**config.mk**
```make
export PLATFORM = sky130hd
export DESIGN_NAME = input_conditioner_flat
export DESIGN_NICKNAME = d
export VERILOG_FILES = /design/src/rtl/input_conditioner_pkg.sv /design/src/rtl/input_conditioner_if.sv /design/src/rtl/input_conditioner_debounce_channel.sv /design/src/rtl/input_conditioner.sv /design/src/flat_wrapper.sv
export SDC_FILE = /design/constraint.sdc
export NUM_CORES = 1
export LEC_CHECK = 0
export ABC_CLOCK_PERIOD_IN_PS = 2420
export BUFFER_PORTS_ARGS = -buffer_cell sky130_fd_sc_hd__buf_2
export CAP_MARGIN = 20
export CORE_UTILIZATION = 59
export CTS_CLUSTER_DIAMETER = 150
export CTS_CLUSTER_SIZE = 12
export DETAILED_ROUTE_END_ITERATION = 10
export PLACE_DENSITY = 0.86
export REMOVE_ABC_BUFFERS = 1
export SETUP_SLACK_MARGIN = 0.3
export SLEW_MARGIN = 20
export SYNTH_ARGS = -nofsm -noshare
export SYNTH_HDL_FRONTEND = slang
export SYNTH_SLANG_ARGS = --single-unit
```
**constraint.sdc**
```tcl
create_clock -name pclk -period 2.42 [get_ports pclk]
set_input_delay 0.121 -clock pclk [delete_from_list [all_inputs] [get_ports pclk]]
set_output_delay 0.121 -clock pclk [all_outputs]
set_load 0.03 [all_outputs]
```
**src/rtl/input_conditioner_pkg.sv**
```systemverilog
// rtl/input_conditioner_pkg.sv - shared game timing constants for the pclk domain
package input_conditioner_pkg;

    localparam int PCLK_HZ = 65_000_000;

    // Button conditioning defaults derived from the 65 MHz pixel clock.
    localparam int SYNC_STAGES_DEF   = 2;
    localparam int DEBOUNCE_10MS     = PCLK_HZ / 100;   // 650000
    localparam int REPEAT_FIRST_0S5  = PCLK_HZ / 2;     // 32500000
    localparam int REPEAT_PERIOD_0S2 = PCLK_HZ / 5;     // 13000000

    function automatic int max_int(input int a, input int b);
        return (a > b) ? a : b;
    endfunction

endpackage

```
**src/rtl/input_conditioner_if.sv**
```systemverilog
// rtl/input_conditioner_if.sv - raw button inputs and conditioned control outputs
// master: drives the raw buttons, observes the conditioned outputs
// slave : the conditioner itself
interface input_conditioner_if;
    logic btn_left_in;
    logic btn_right_in;
    logic btn_fire_in;
    logic left_out;
    logic right_out;
    logic fire_pulse_out;
    logic fire_held_out;

    modport master (
        output btn_left_in, btn_right_in, btn_fire_in,
        input  left_out, right_out, fire_pulse_out, fire_held_out
    );

    modport slave (
        input  btn_left_in, btn_right_in, btn_fire_in,
        output left_out, right_out, fire_pulse_out, fire_held_out
    );
endinterface

```
**src/rtl/input_conditioner_debounce_channel.sv**
```systemverilog
// rtl/input_conditioner_debounce_channel.sv - synchroniser chain plus debounce counter for one button
// pclk      : clock
// rst       : synchronous active-high reset
// raw_in    : asynchronous raw button
// level_out : debounced level in pclk
module debounce_channel
    import input_conditioner_pkg::*;
#(
    parameter int SYNC_STAGES     = SYNC_STAGES_DEF,
    parameter int DEBOUNCE_CYCLES = DEBOUNCE_10MS
) (
    input  logic pclk,
    input  logic rst,
    input  logic raw_in,
    output logic level_out
);
    localparam int CW = $clog2(DEBOUNCE_CYCLES + 1);

    logic [SYNC_STAGES-1:0] sync_q, sync_d;
    logic [CW-1:0]          count_q, count_d;
    logic                   stable_q, stable_d;
    logic                   s;

    assign s = sync_q[SYNC_STAGES-1];

    always_comb begin
        sync_d   = {sync_q[SYNC_STAGES-2:0], raw_in};
        stable_d = stable_q;
        count_d  = '0;
        // Any cycle the synchronised level agrees with the accepted one
        // wipes the count, so a short glitch leaves nothing behind.
        if (s != stable_q) begin
            if (count_q == CW'(DEBOUNCE_CYCLES - 1)) begin
                stable_d = s;
            end else begin
                count_d = count_q + CW'(1);
            end
        end
    end

    always_ff @(posedge pclk) begin
        if (rst) begin
            sync_q   <= '0;
            count_q  <= '0;
            stable_q <= 1'b0;
        end else begin
            sync_q   <= sync_d;
            count_q  <= count_d;
            stable_q <= stable_d;
        end
    end

    assign level_out = stable_q;

endmodule

```
**src/rtl/input_conditioner.sv**
```systemverilog
// rtl/input_conditioner.sv - debounced left/right levels and auto-repeating fire pulses for draw_ship
// pclk : pixel clock, sole clock
// rst  : synchronous active-high reset
// io   : raw buttons in, left_out/right_out/fire_pulse_out/fire_held_out out
module input_conditioner
    import input_conditioner_pkg::*;
#(
    parameter int SYNC_STAGES     = SYNC_STAGES_DEF,
    parameter int DEBOUNCE_CYCLES = DEBOUNCE_10MS,
    parameter int REPEAT_FIRST    = REPEAT_FIRST_0S5,
    parameter int REPEAT_PERIOD   = REPEAT_PERIOD_0S2
) (
    input  logic                pclk,
    input  logic                rst,
    input_conditioner_if.slave  io
);
    localparam int RCW = $clog2(max_int(REPEAT_FIRST, REPEAT_PERIOD) + 1);

    typedef enum logic [1:0] {
        F_IDLE,
        F_FIRST,
        F_REPEAT,
        F_HOLD
    } fire_state_e;

    logic st_left, st_right, st_fire;

    debounce_channel #(.SYNC_STAGES(SYNC_STAGES), .DEBOUNCE_CYCLES(DEBOUNCE_CYCLES)) u_left (
        .pclk(pclk), .rst(rst), .raw_in(io.btn_left_in), .level_out(st_left)
    );
    debounce_channel #(.SYNC_STAGES(SYNC_STAGES), .DEBOUNCE_CYCLES(DEBOUNCE_CYCLES)) u_right (
        .pclk(pclk), .rst(rst), .raw_in(io.btn_right_in), .level_out(st_right)
    );
    debounce_channel #(.SYNC_STAGES(SYNC_STAGES), .DEBOUNCE_CYCLES(DEBOUNCE_CYCLES)) u_fire (
        .pclk(pclk), .rst(rst), .raw_in(io.btn_fire_in), .level_out(st_fire)
    );

    // Level outputs: pressing both directions cancels to neither.
    logic left_q, left_d, right_q, right_d, held_q, held_d;

    always_comb begin
        left_d  = st_left & ~st_right;
        right_d = st_right & ~st_left;
        held_d  = st_fire;
    end

    always_ff @(posedge pclk) begin
        if (rst) begin
            left_q  <= 1'b0;
            right_q <= 1'b0;
            held_q  <= 1'b0;
        end else begin
            left_q  <= left_d;
            right_q <= right_d;
            held_q  <= held_d;
        end
    end

    // Fire FSM. The idle state can only be entered with st_fire low, so
    // st_fire high while idle is the rising edge.
    fire_state_e    state_q;
    logic [RCW-1:0] rcnt_q;
    logic           fire_pulse_q;

    always_ff @(posedge pclk) begin
        if (rst) begin
            state_q      <= F_IDLE;
            rcnt_q       <= '0;
            fire_pulse_q <= 1'b0;
        end else begin
            fire_pulse_q <= 1'b0;
            case (state_q)
                F_IDLE: begin
                    if (st_fire) begin
                        fire_pulse_q <= 1'b1;
                        rcnt_q       <= '0;
                        state_q      <= (REPEAT_FIRST == 0) ? F_HOLD : F_FIRST;
                    end
                end
                F_FIRST: begin
                    // Release wins over a coincident terminal count.
                    if (!st_fire) begin
                        state_q <= F_IDLE;
                    end else if (rcnt_q == RCW'(REPEAT_FIRST - 1)) begin
                        fire_pulse_q <= 1'b1;
                        rcnt_q       <= '0;
                        state_q      <= F_REPEAT;
                    end else begin
                        rcnt_q <= rcnt_q + RCW'(1);
                    end
                end
                F_REPEAT: begin
                    if (!st_fire) begin
                        state_q <= F_IDLE;
                    end else if (rcnt_q == RCW'(REPEAT_PERIOD - 1)) begin
                        fire_pulse_q <= 1'b1;
                        rcnt_q       <= '0;
                    end else begin
                        rcnt_q <= rcnt_q + RCW'(1);
                    end
                end
                F_HOLD: begin
                    if (!st_fire) begin
                        state_q <= F_IDLE;
                    end
                end
                default: state_q <= F_IDLE;
            endcase
        end
    end

    assign io.left_out       = left_q;
    assign io.right_out      = right_q;
    assign io.fire_held_out  = held_q;
    assign io.fire_pulse_out = fire_pulse_q;

endmodule

```
**src/flat_wrapper.sv**
```systemverilog
// flat-port wrapper written by rule: the top's interface ports become plain ports
module input_conditioner_flat import input_conditioner_pkg::*;
#(
    parameter int SYNC_STAGES     = SYNC_STAGES_DEF,
    parameter int DEBOUNCE_CYCLES = DEBOUNCE_10MS,
    parameter int REPEAT_FIRST    = REPEAT_FIRST_0S5,
    parameter int REPEAT_PERIOD   = REPEAT_PERIOD_0S2
)
  (pclk, rst, io_btn_left_in, io_btn_right_in, io_btn_fire_in, io_left_out, io_right_out, io_fire_pulse_out, io_fire_held_out);
  input_conditioner_if io_i ();
  input  logic pclk;
  input  logic rst;
  input wire logic [$bits(io_i.btn_left_in)-1:0] io_btn_left_in;
  input wire logic [$bits(io_i.btn_right_in)-1:0] io_btn_right_in;
  input wire logic [$bits(io_i.btn_fire_in)-1:0] io_btn_fire_in;
  output wire logic [$bits(io_i.left_out)-1:0] io_left_out;
  output wire logic [$bits(io_i.right_out)-1:0] io_right_out;
  output wire logic [$bits(io_i.fire_pulse_out)-1:0] io_fire_pulse_out;
  output wire logic [$bits(io_i.fire_held_out)-1:0] io_fire_held_out;
  assign io_i.btn_left_in = io_btn_left_in;
  assign io_i.btn_right_in = io_btn_right_in;
  assign io_i.btn_fire_in = io_btn_fire_in;
  assign io_left_out = io_i.left_out;
  assign io_right_out = io_i.right_out;
  assign io_fire_pulse_out = io_i.fire_pulse_out;
  assign io_fire_held_out = io_i.fire_held_out;
  input_conditioner #(.SYNC_STAGES(SYNC_STAGES), .DEBOUNCE_CYCLES(DEBOUNCE_CYCLES), .REPEAT_FIRST(REPEAT_FIRST), .REPEAT_PERIOD(REPEAT_PERIOD)) u_core (.pclk(pclk), .rst(rst), .io(io_i));
endmodule
```
# Yosys cells after proc, flatten, opt, wreduce, memory -nomap -nowiden
# Index checks and enable logic that the tools add are counted.
classes:
  n_addsub: 4
  eq_ne: 16
  muxes: 17
  n_bitwise: 7
  n_reduce_logical: 11
op_table:
  columns: ["cell", "count"]
  rows:
  - ["two-way mux 25 bit", 5]
  - ["case mux 25 bit (3 select lines)", 1]
  - ["adder 20 x 1 -> 20 bit (second input constant)", 3]
  - ["== test 20 bit (second input constant)", 3]
  - ["adder 25 x 1 -> 25 bit (second input constant)", 1]
  - ["== test 25 x 24 -> 1 bit (second input constant)", 1]
  - ["== test 25 bit (second input constant)", 1]
  - ["OR reduction 3 bit", 3]
  - ["two-way mux 2 bit", 4]
  - ["inequality test 2 bit (second input constant)", 4]
  - ["case mux 2 bit (3 select lines)", 1]
  - ["AND reduction 2 bit", 3]
  - ["two-way mux 1 bit", 5]
  - ["inverter 1 bit", 5]
  - ["== test 2 bit (second input constant)", 2]
  - ["AND reduction 4 bit", 1]
  - ["inequality test 1 bit", 3]
  - ["inequality test 3 x 2 -> 1 bit (second input constant)", 1]
  - ["case mux 1 bit (3 select lines)", 1]
  - ["AND reduction 3 bit", 1]
  - ["nonzero test 3 bit", 1]
  - ["AND 1 bit", 2]
  - ["== test 2 x 1 -> 1 bit (second input constant)", 1]
  - ["logical NOT 2 bit", 1]
  - ["OR reduction 2 bit", 1]
word_totals:
  regBits: 100
  in_bits: 5
  output_inout_bits: 4
  word_cells: 70

# Logic depth before layout (Yosys ltp)
# Gate-level depths: netlist of the first run.
depth:
  ltp_word: 4
  depth_mapped: 8
  ltp_nobuf: 8

# Modules after synthesis
# A second synthesis of the first run with hierarchy kept.
hier_totals:
  cells_unflattened: 560
  hier_area_um2: 4909.7
by_module_without_submodules:
  columns: ["mod", "instances", "cells_per_inst", "area_each_um2", "seq_area_each_um2"]
  rows:
  - ["debounce_channel", 3, 115, 1052.3, 460.4]
  - ["input_conditioner", 1, 215, 1752.9, 620.6]

# Worst setup path after synthesis of the first run
# Ideal clock, no wire load.
synth_path:
  path_type: "reg2reg"
  from: "register u_core.rcnt_q[0]"
  to: "register u_core.rcnt_q[24]"
  setup_time_ps: 124
  arrival_ps: 2069
  t_required_ps: 2296
  slack_ps: 227
  path_stages_with_launch: 8
  path_buffers: 0
  period_less_slack_ps: 2193
  cell_sequence: "dfxtp_1 -> ha_1 -> nand4_2 -> or3_4 -> or3_1 -> or3_1 -> a31oi_1 -> o31ai_1"
synth_via:
  elab_chain_len: 4
  word_cells_on_any_way: 8
  classes_between: "add/sub (1); eq/ne (2); mux (5)"
synth_rtl:
  columns: ["element", "line_no", "rtl"]
  rows:
  - ["from (decl)", "input_conditioner.sv:62", "logic [RCW-1:0] rcnt_q;"]
  - ["from (signal assigned)", "input_conditioner.sv:89", "rcnt_q <= rcnt_q + RCW'(1);"]
  - ["from (signal assigned)", "input_conditioner.sv:99", "rcnt_q <= rcnt_q + RCW'(1);"]
  - ["adder 25 x 1 -> 25 bit (tied with other cells)", "input_conditioner.sv:89, input_conditioner.sv:99", null]
  - ["two-way mux 25 bit, on equally long branches", "input_conditioner.sv:95, input_conditioner.sv:84", null]
  - ["two-way mux 25 bit, on equally long branches", "input_conditioner.sv:93, input_conditioner.sv:82", null]
  - ["case mux 25 bit (3 select lines) (*)", "input_conditioner.sv:72", "case (state_q)"]
# Mark *: on every way between the ends. The rest lies on a longest branch, timed or not. The select of a mux whose other input is x is not followed.
# A chain may end at the register's enable or synchronous reset.

# Final worst setup path of the first run
layout_path:
  from: "register u_core.rcnt_q[6]"
  to: "register u_core.rcnt_q[21]"
# Same word-level chain as after synthesis.

==> flow_metrics.env, run 1 <==
export IMPL_status="complete, no violations"
export IMPL_r2r_cells=7
export IMPL_hp_class="input port to register"
export IMPL_peakVddDrop_mv=0.4178
export IMPL_avgSynthCellArea_um2=8.530
export IMPL_holdWs_ns=0.1125
export IMPL_synth_top_area_share_pct=44.20
export IMPL_firstDrtPassIters=7
export IMPL_avgRoutedWirePerCell_um=14.20
export IMPL_coreArea_um2=7331
export IMPL_first_global_vias=3690
export IMPL_slowest_stage="nor4_4"
export IMPL_crit_chain="nor4b_2 > nand3_1 > nor4_4 > o32ai_4 > buf_4 > a31oi_1 > o31ai_2"
export IMPL_finalCritPeriodShare_pct=87.06
export IMPL_p_leak_nw=1.701
export IMPL_overflow=0
export IMPL_crit_fanout=10
export IMPL_synth_ff_type="dfxtp_1"
export IMPL_layout_commonest_cell="dfxtp_1"
export IMPL_drive_gt1_share_pct=14.70
export IMPL_yosysWarnings=0
export IMPL_cpPeakStageDelay_ns=0.38
export IMPL_synth_area_leaders="dfxtp_1 (44%), nor2_1 (6.9%), xor2_1 (6.6%), nand3_1 (5.2%), nand2_1 (4.3%)"
export IMPL_cts_tree="done"
export IMPL_clock_sinks=100
export IMPL_drv_cap=0
export IMPL_fin_crit_ns=2.107
export IMPL_holdPathEnd="u_core.u_right.sync_q[1]$_SDFF_PP0_"
export IMPL_place_ws_ns=0.1411
export IMPL_finalWeightedCongestion=0.9697
export IMPL_drcViolationCount=0
export IMPL_grt_use_total_pct=24.51
export IMPL_cts_max_path_buffers=2
export IMPL_worstSkewPairLatency_ns=0.36
export IMPL_grt_first_pass_wirelength_mm=15.41
export IMPL_antenna_left=0
export IMPL_hold_violations=0
export IMPL_r2r_slack_ns=0.31
export IMPL_cts_buffers=9
export IMPL_initial_core_util_pct=61.79
export IMPL_synth_area_um2=4529
export IMPL_first_iter_violations=179
export IMPL_cts_root_buffer="clkbuf_8"
export IMPL_ys_ff_latch=100
export IMPL_die_w_um=89.62
export IMPL_async_flop_share_pct=0
export IMPL_routed_via_density=5.861
export IMPL_cp_top_family="simple AND/OR/NAND/NOR gates"
export IMPL_crit_path_start_kind="register"
export IMPL_r2r_end="u_core.rcnt_q[21]$_SDFFE_PP0P_"
export IMPL_critPathArrivalTime_ns=2.36
export IMPL_dp_hpwl_mm=6.232
export IMPL_rows=31
export IMPL_rsz0062_at_grt="yes"
export IMPL_die_height_um=89.62
export IMPL_io_buffers=8
export IMPL_vias=3851
export IMPL_syn_inst=531
export IMPL_slew_viol_final=0
export IMPL_tightest_slew_ns=0.4385
export IMPL_syn2layout_area_growth_pct=13.04
export IMPL_hold_depth=2
export IMPL_skew_ns=0.009364
export IMPL_timing_rr_start="u_core.rcnt_q[6]$_SDFFE_PP0P_"
export IMPL_antenna_found_initial=0
export IMPL_h_tree_depth=3
export IMPL_clk_pin_slew_ns=0.11
export IMPL_endpoint_kind="register"
export IMPL_setup_slack_ns=0.3132
export IMPL_num_antenna_cells=0
export IMPL_clock_fmax_mhz=474.6
export IMPL_wl_mm=9.332
export IMPL_setup_viol=0
export IMPL_fillerInstances=542
export IMPL_hold_start="rst"
export IMPL_cp_buffers_inverters=1
export IMPL_synth_edf_count=0
export IMPL_yosysTopAreaCell="dfxtp_1"
export IMPL_mostFrequentLayoutCells="dfxtp_1 (85), nor2_1 (83), nand2_1 (52), nand3_1 (47), xor2_1 (34)"
export IMPL_grt_max_degree=22
export IMPL_powerDensity_nw_per_um2=537.5
export IMPL_ys_seq_area_share_pct=44.20
export IMPL_die_area_um2=8031
export IMPL_relSlewSlack_pct=70.66
export IMPL_worstPathRequired_ns=2.67
export IMPL_ys_types=42
export IMPL_crit_type="register to register"
export IMPL_pin_count=9
export IMPL_nets=567
[worst max-delay path by stage]
| stage | startpoint | end | slack [ns] | depth (start not counted) |
|---|---|---|---|---|
| finish | u_core.rcnt_q[6]$_SDFFE_PP0P_ | u_core.rcnt_q[21]$_SDFFE_PP0P_ | 0.31 | 7 |
| detailed placement | u_core.rcnt_q[0]$_SDFFE_PP0P_ | u_core.rcnt_q[24]$_SDFFE_PP0P_ | 0.14 | 7 |
| floorplan | u_core.state_q[0]$_SDFFE_PP0P_ | u_core.rcnt_q[10]$_SDFFE_PP0P_ | -0.80 | 6 |
| global placement | u_core.rcnt_q[0]$_SDFFE_PP0P_ | u_core.rcnt_q[24]$_SDFFE_PP0P_ | 0.19 | 7 |
| CTS | u_core.rcnt_q[0]$_SDFFE_PP0P_ | u_core.rcnt_q[24]$_SDFFE_PP0P_ | 0.29 | 7 |
| global route | u_core.rcnt_q[11]$_SDFFE_PP0P_ | u_core.rcnt_q[24]$_SDFFE_PP0P_ | 0.24 | 6 |
[cells in the mapped netlist, types with 4 or more instances]
| cell | count |
|---|---|
| or2_2 | 6 |
| or3_1 | 9 |
| nand4_1 | 25 |
| a21oi_1 | 4 |
| clkbuf_1 | 17 |
| nor4_1 | 9 |
| ha_1 | 9 |
| xnor2_1 | 22 |
| inv_1 | 13 |
| nor3b_1 | 4 |
| xor2_1 | 34 |
| o31ai_1 | 6 |
| nor3_1 | 6 |
| nand3_1 | 47 |
| o311ai_0 | 12 |
| o21ai_0 | 5 |
| nor2_1 | 83 |
| mux2i_1 | 4 |
| nor2b_1 | 7 |
| a31oi_1 | 7 |
| and2_1 | 9 |
| dfxtp_1 | 100 |
| nand2_1 | 52 |
| and3_1 | 13 |
[state kept, by name, indices dropped and copies added, names as in the netlist]
name,count
u_core.io.fire_pulse_out,1
u_core.u_right.count_q,20
u_core.u_left.sync_q,2
u_core.u_left.level_out,1
u_core.u_fire.count_q,20
u_core.u_fire.sync_q,2
u_core.io.fire_held_out,1
u_core.u_fire.level_out,1
u_core.io.left_out,1
u_core.u_right.level_out,1
u_core.io.right_out,1
u_core.state_q,2
u_core.u_right.sync_q,2
u_core.rcnt_q,25
u_core.u_left.count_q,20
[repair_timing]
item	CTS	global route
endpoints found under the setup margin	11	23
hold endpoints to repair	3	0
pin swaps	1	4
hold buffers	3	0
setup buffers	1	2
resized for setup	10	30
[layout make-up]
class | instances | area [µm²] | share of cell area, %
inverters | 13 | 48.80 | 0.9531
well taps | 99 | 123.9 | 2.419
flip-flops and latches | 100 | 2028 | 39.61
clock inverters | 7 | 70.07 | 1.369
repair buffers | 31 | 232.7 | 4.545
multi-input cells | 398 | 2492 | 48.68
clock buffers | 9 | 123.9 | 2.419
[stage by stage]
stage | instance area [µm²] | std cells | total power [mW] | setup TNS (ns) | utilization (%)
floorplan | 4451 | 511 | 1.728 | -15.88 | -
global placement | 4762 | 635 | 1.751 | 0 | 64.96
detailed placement | 4762 | 635 | 1.753 | 0 | 64.96
CTS | 5020 | 655 | 2.772 | 0 | 68.48
global route | 5120 | 657 | 2.845 | 0 | 69.84
finish | 5120 | 657 | 2.752 | 0 | 69.84
[logic make-up (layout without fill, tap and decap cells)]
family | count (synthesis) | count (layout) | synth area share, %
AO/OA/AOI/OAI | 43 | 43 | 6.878
XOR/XNOR | 56 | 56 | 10.83
adder cells (fa/ha/maj) | 9 | 9 | 2.486
buffers and inverters | 33 | 60 | 2.818
flip-flops | 100 | 100 | 44.20
multiplexers | 6 | 6 | 1.381
AND/OR/NAND/NOR | 284 | 284 | 31.41
[per-layer routing]
layer / vias up / part of all wire, % / track usage [%]
met3: 25 / 5.6 / 5.393
met2: 116 / 49 / 44.70
met4: 0 / 1.8 / 8.514
met5: - / 0 / 0
met1: 1795 / 43 / 28.23
li1: 1915 / - / -
[power breakdown]
| group | total [mW] | leakage (nW) | switching (mW) | internal, mW |
|---|---|---|---|---|
| clock | 1.03 | 0.0883 | 0.636 | 0.399 |
| combinational | 0.0611 | 0.797 | 0.0375 | 0.0236 |
| sequential | 1.66 | 0.815 | 0.00602 | 1.65 |
Power figures use the tool's default switching activity.
==> run 2: changes to the inputs <==
--- a/config.mk
+++ b/config.mk
@@ -13,7 +13,6 @@
 export CTS_CLUSTER_SIZE = 12
 export DETAILED_ROUTE_END_ITERATION = 10
 export PLACE_DENSITY = 0.86
-export REMOVE_ABC_BUFFERS = 1
 export SETUP_SLACK_MARGIN = 0.3
 export SLEW_MARGIN = 20
 export SYNTH_ARGS = -nofsm -noshare
==> run 2 against run 1 <==
Net effect: die area unchanged; clock power increased by 24%; power increased by 8.9%; final cell count increased by 0.91%; critical endpoint is now u_core.rcnt_q[16]$_SDFFE_PP0P_; highest routed layer unchanged.
==> flow_metrics.env, run 2 (synthesized netlist as in run 1, its figures left out) <==
export IMPL_crit_type="register to register"
export IMPL_grt_first_pass_wirelength_mm=16.44
export IMPL_wl_mm=10.35
export IMPL_p_leak_nw=1.766
export IMPL_clk_pin_slew_ns=0.09
export IMPL_cpPeakStageDelay_ns=0.47
export IMPL_largest_register_ffs=25
export IMPL_nets=573
export IMPL_setup_viol=0
export IMPL_peakVddDrop_mv=0.2708
export IMPL_fillerInstances=499
export IMPL_num_antenna_cells=0
export IMPL_r2r_slack_ns=0.32
export IMPL_antenna_found_initial=0
export IMPL_antenna_left=0
export IMPL_drive_gt1_share_pct=17.20
export IMPL_crit_fanout=4
export IMPL_syn2layout_area_growth_pct=16.99
export IMPL_crit_end="u_core.rcnt_q[16]$_SDFFE_PP0P_"
export IMPL_slew_viol_final=0
export IMPL_grt_max_degree=21
export IMPL_vias=4009
export IMPL_die_w_um=89.62
export IMPL_slowest_stage="or4_1"
export IMPL_first_global_vias=3775
export IMPL_cts_max_path_buffers=2
export IMPL_firstDrtPassIters=6
export IMPL_die_area_um2=8031
export IMPL_crit_start="u_core.rcnt_q[1]$_SDFFE_PP0P_"
export IMPL_rows=31
export IMPL_coreArea_um2=7331
export IMPL_r2r_cells=9
export IMPL_drv_cap=0
export IMPL_pin_count=9
export IMPL_regMostFlops="u_core.rcnt_q"
export IMPL_cts_tree="done"
export IMPL_cts_root_buffer="clkbuf_8"
export IMPL_r2r_end="u_core.rcnt_q[16]$_SDFFE_PP0P_"
export IMPL_worstPathRequired_ns=2.72
export IMPL_post_dp_cell_area_um2=4738
export IMPL_initial_core_util_pct=61.79
export IMPL_fin_crit_ns=2.104
export IMPL_cts_buffers=9
export IMPL_relSlewSlack_pct=67.20
export IMPL_crit_chain="ha_4 > nand4_4 > or3_4 > buf_6 > buf_4 > or4_1 > nand2_1 > a22oi_1 > nor2_1"
export IMPL_mostFrequentLayoutCells="nor2_1 (83), dfxtp_1 (83), nand2_1 (51), nand3_1 (46), xor2_1 (34)"
export IMPL_avgRoutedWirePerCell_um=15.62
export IMPL_io_buffers=8
export IMPL_hp_class="input port to register"
export IMPL_endpoint_kind="register"
export IMPL_routed_via_density=6.047
export IMPL_timing_rr_start="u_core.rcnt_q[1]$_SDFFE_PP0P_"
export IMPL_worstSkewPairLatency_ns=0.36
export IMPL_hold_violations=0
export IMPL_grt_use_total_pct=26.32
export IMPL_finalCritPeriodShare_pct=86.92
export IMPL_h_tree_depth=3
export IMPL_crit_path_start_kind="register"
export IMPL_first_iter_violations=265
export IMPL_powerDensity_nw_per_um2=565.5
export IMPL_status="complete, no violations"
export IMPL_clock_fmax_mhz=475.4
export IMPL_finalWeightedCongestion=0.9012
export IMPL_dp_hpwl_mm=6.466
export IMPL_critPathArrivalTime_ns=2.40
export IMPL_die_height_um=89.62
export IMPL_skew_ns=0.009735
export IMPL_rsz0062_at_grt="yes"
export IMPL_syn_nets=545
export IMPL_fin_area_um2=5299
export IMPL_overflow=0
export IMPL_tightest_slew_ns=0.4882
export IMPL_clock_sinks=100
export IMPL_holdWs_ns=0.07036
export IMPL_drcViolationCount=0
==> run 2: worst min path at each step <==
stage,startpoint,end,slack [ns],depth (start not counted)
after floorplan,io_btn_fire_in,u_core.u_fire.sync_q[0]$_SDFF_PP0_,0.25,1
after global placement,io_btn_right_in,u_core.u_right.sync_q[0]$_SDFF_PP0_,0.34,2
after detailed placement,io_btn_left_in,u_core.u_left.sync_q[0]$_SDFF_PP0_,0.35,2
after CTS,rst,u_core.rcnt_q[1]$_SDFFE_PP0P_,0.07,2
after global routing,rst,u_core.rcnt_q[16]$_SDFFE_PP0P_,0.07,2
final,rst,u_core.rcnt_q[1]$_SDFFE_PP0P_,0.07,2
==> run 2: worst max-delay path, delay by kind of cell, from the launching register on <==
family          cells  cell delay (ns)
simple gates        5             1.16
flops               1             0.38
buf+inv             2             0.27
fa+ha+maj           1             0.15
compound gates      1             0.07
==> run 2: stage by stage <==
| step | instances | TNS (ns) | setup slack [ns] | total power, mW | util [%] |
|---|---|---|---|---|---|
| after floorplan | 531 | 0 | 0.3043 | 1.734 | - |
| after global placement | 633 | 0 | 0.1866 | 1.751 | 64.64 |
| after detailed placement | 633 | -0.007962 | -0.007962 | 1.756 | 64.64 |
| after CTS | 660 | 0 | 0.2992 | 3.006 | 70.27 |
| after global routing | 663 | 0 | 0.2713 | 3.079 | 72.28 |
| final | 663 | 0 | 0.3165 | 2.997 | 72.28 |
==> run 2: final cells by class <==
class                      instances  area (µm²)  share of cell area [%]
multi-input combinational        398        2575                   48.60
sequential                       100        2043                   38.56
timing repair buffer              37       269.0                   5.077
clock buffer                      11       131.4                   2.479
tap                               99       123.9                   2.338
clock inverter                     5       107.6                   2.031
inverter                          13       48.80                  0.9209
==> run 2: what timing repair did <==
| action | in CTS | in global routing |
|---|---|---|
| endpoints found under the setup margin | 47 | 47 |
| pin swaps | 5 | 8 |
| hold endpoints to repair | 3 | 0 |
| setup buffers | 8 | 3 |
| resized for setup | 17 | 42 |
| hold buffers | 3 | 0 |
==> run 2: where the power goes <==
| part | total [mW] | leakage, nW | switching (mW) | internal (mW) |
|---|---|---|---|---|
| Clock | 1.28 | 0.118 | 0.581 | 0.694 |
| Combinational | 0.0698 | 0.830 | 0.0408 | 0.0290 |
| Sequential | 1.65 | 0.818 | 0.00677 | 1.64 |
| Total | 3.00 | 1.77 | 0.629 | 2.37 |
==> run 2: per-layer routing <==
| layer | vias to the layer above | part of all wire (%) | track usage, % |
|---|---|---|---|
| met5 | - | 0 | 0 |
| met4 | 0 | 2.5 | 13.13 |
| met3 | 29 | 4.3 | 4.296 |
| met2 | 126 | 51 | 46.69 |
| met1 | 1933 | 42 | 30.71 |
| li1 | 1921 | - | - |
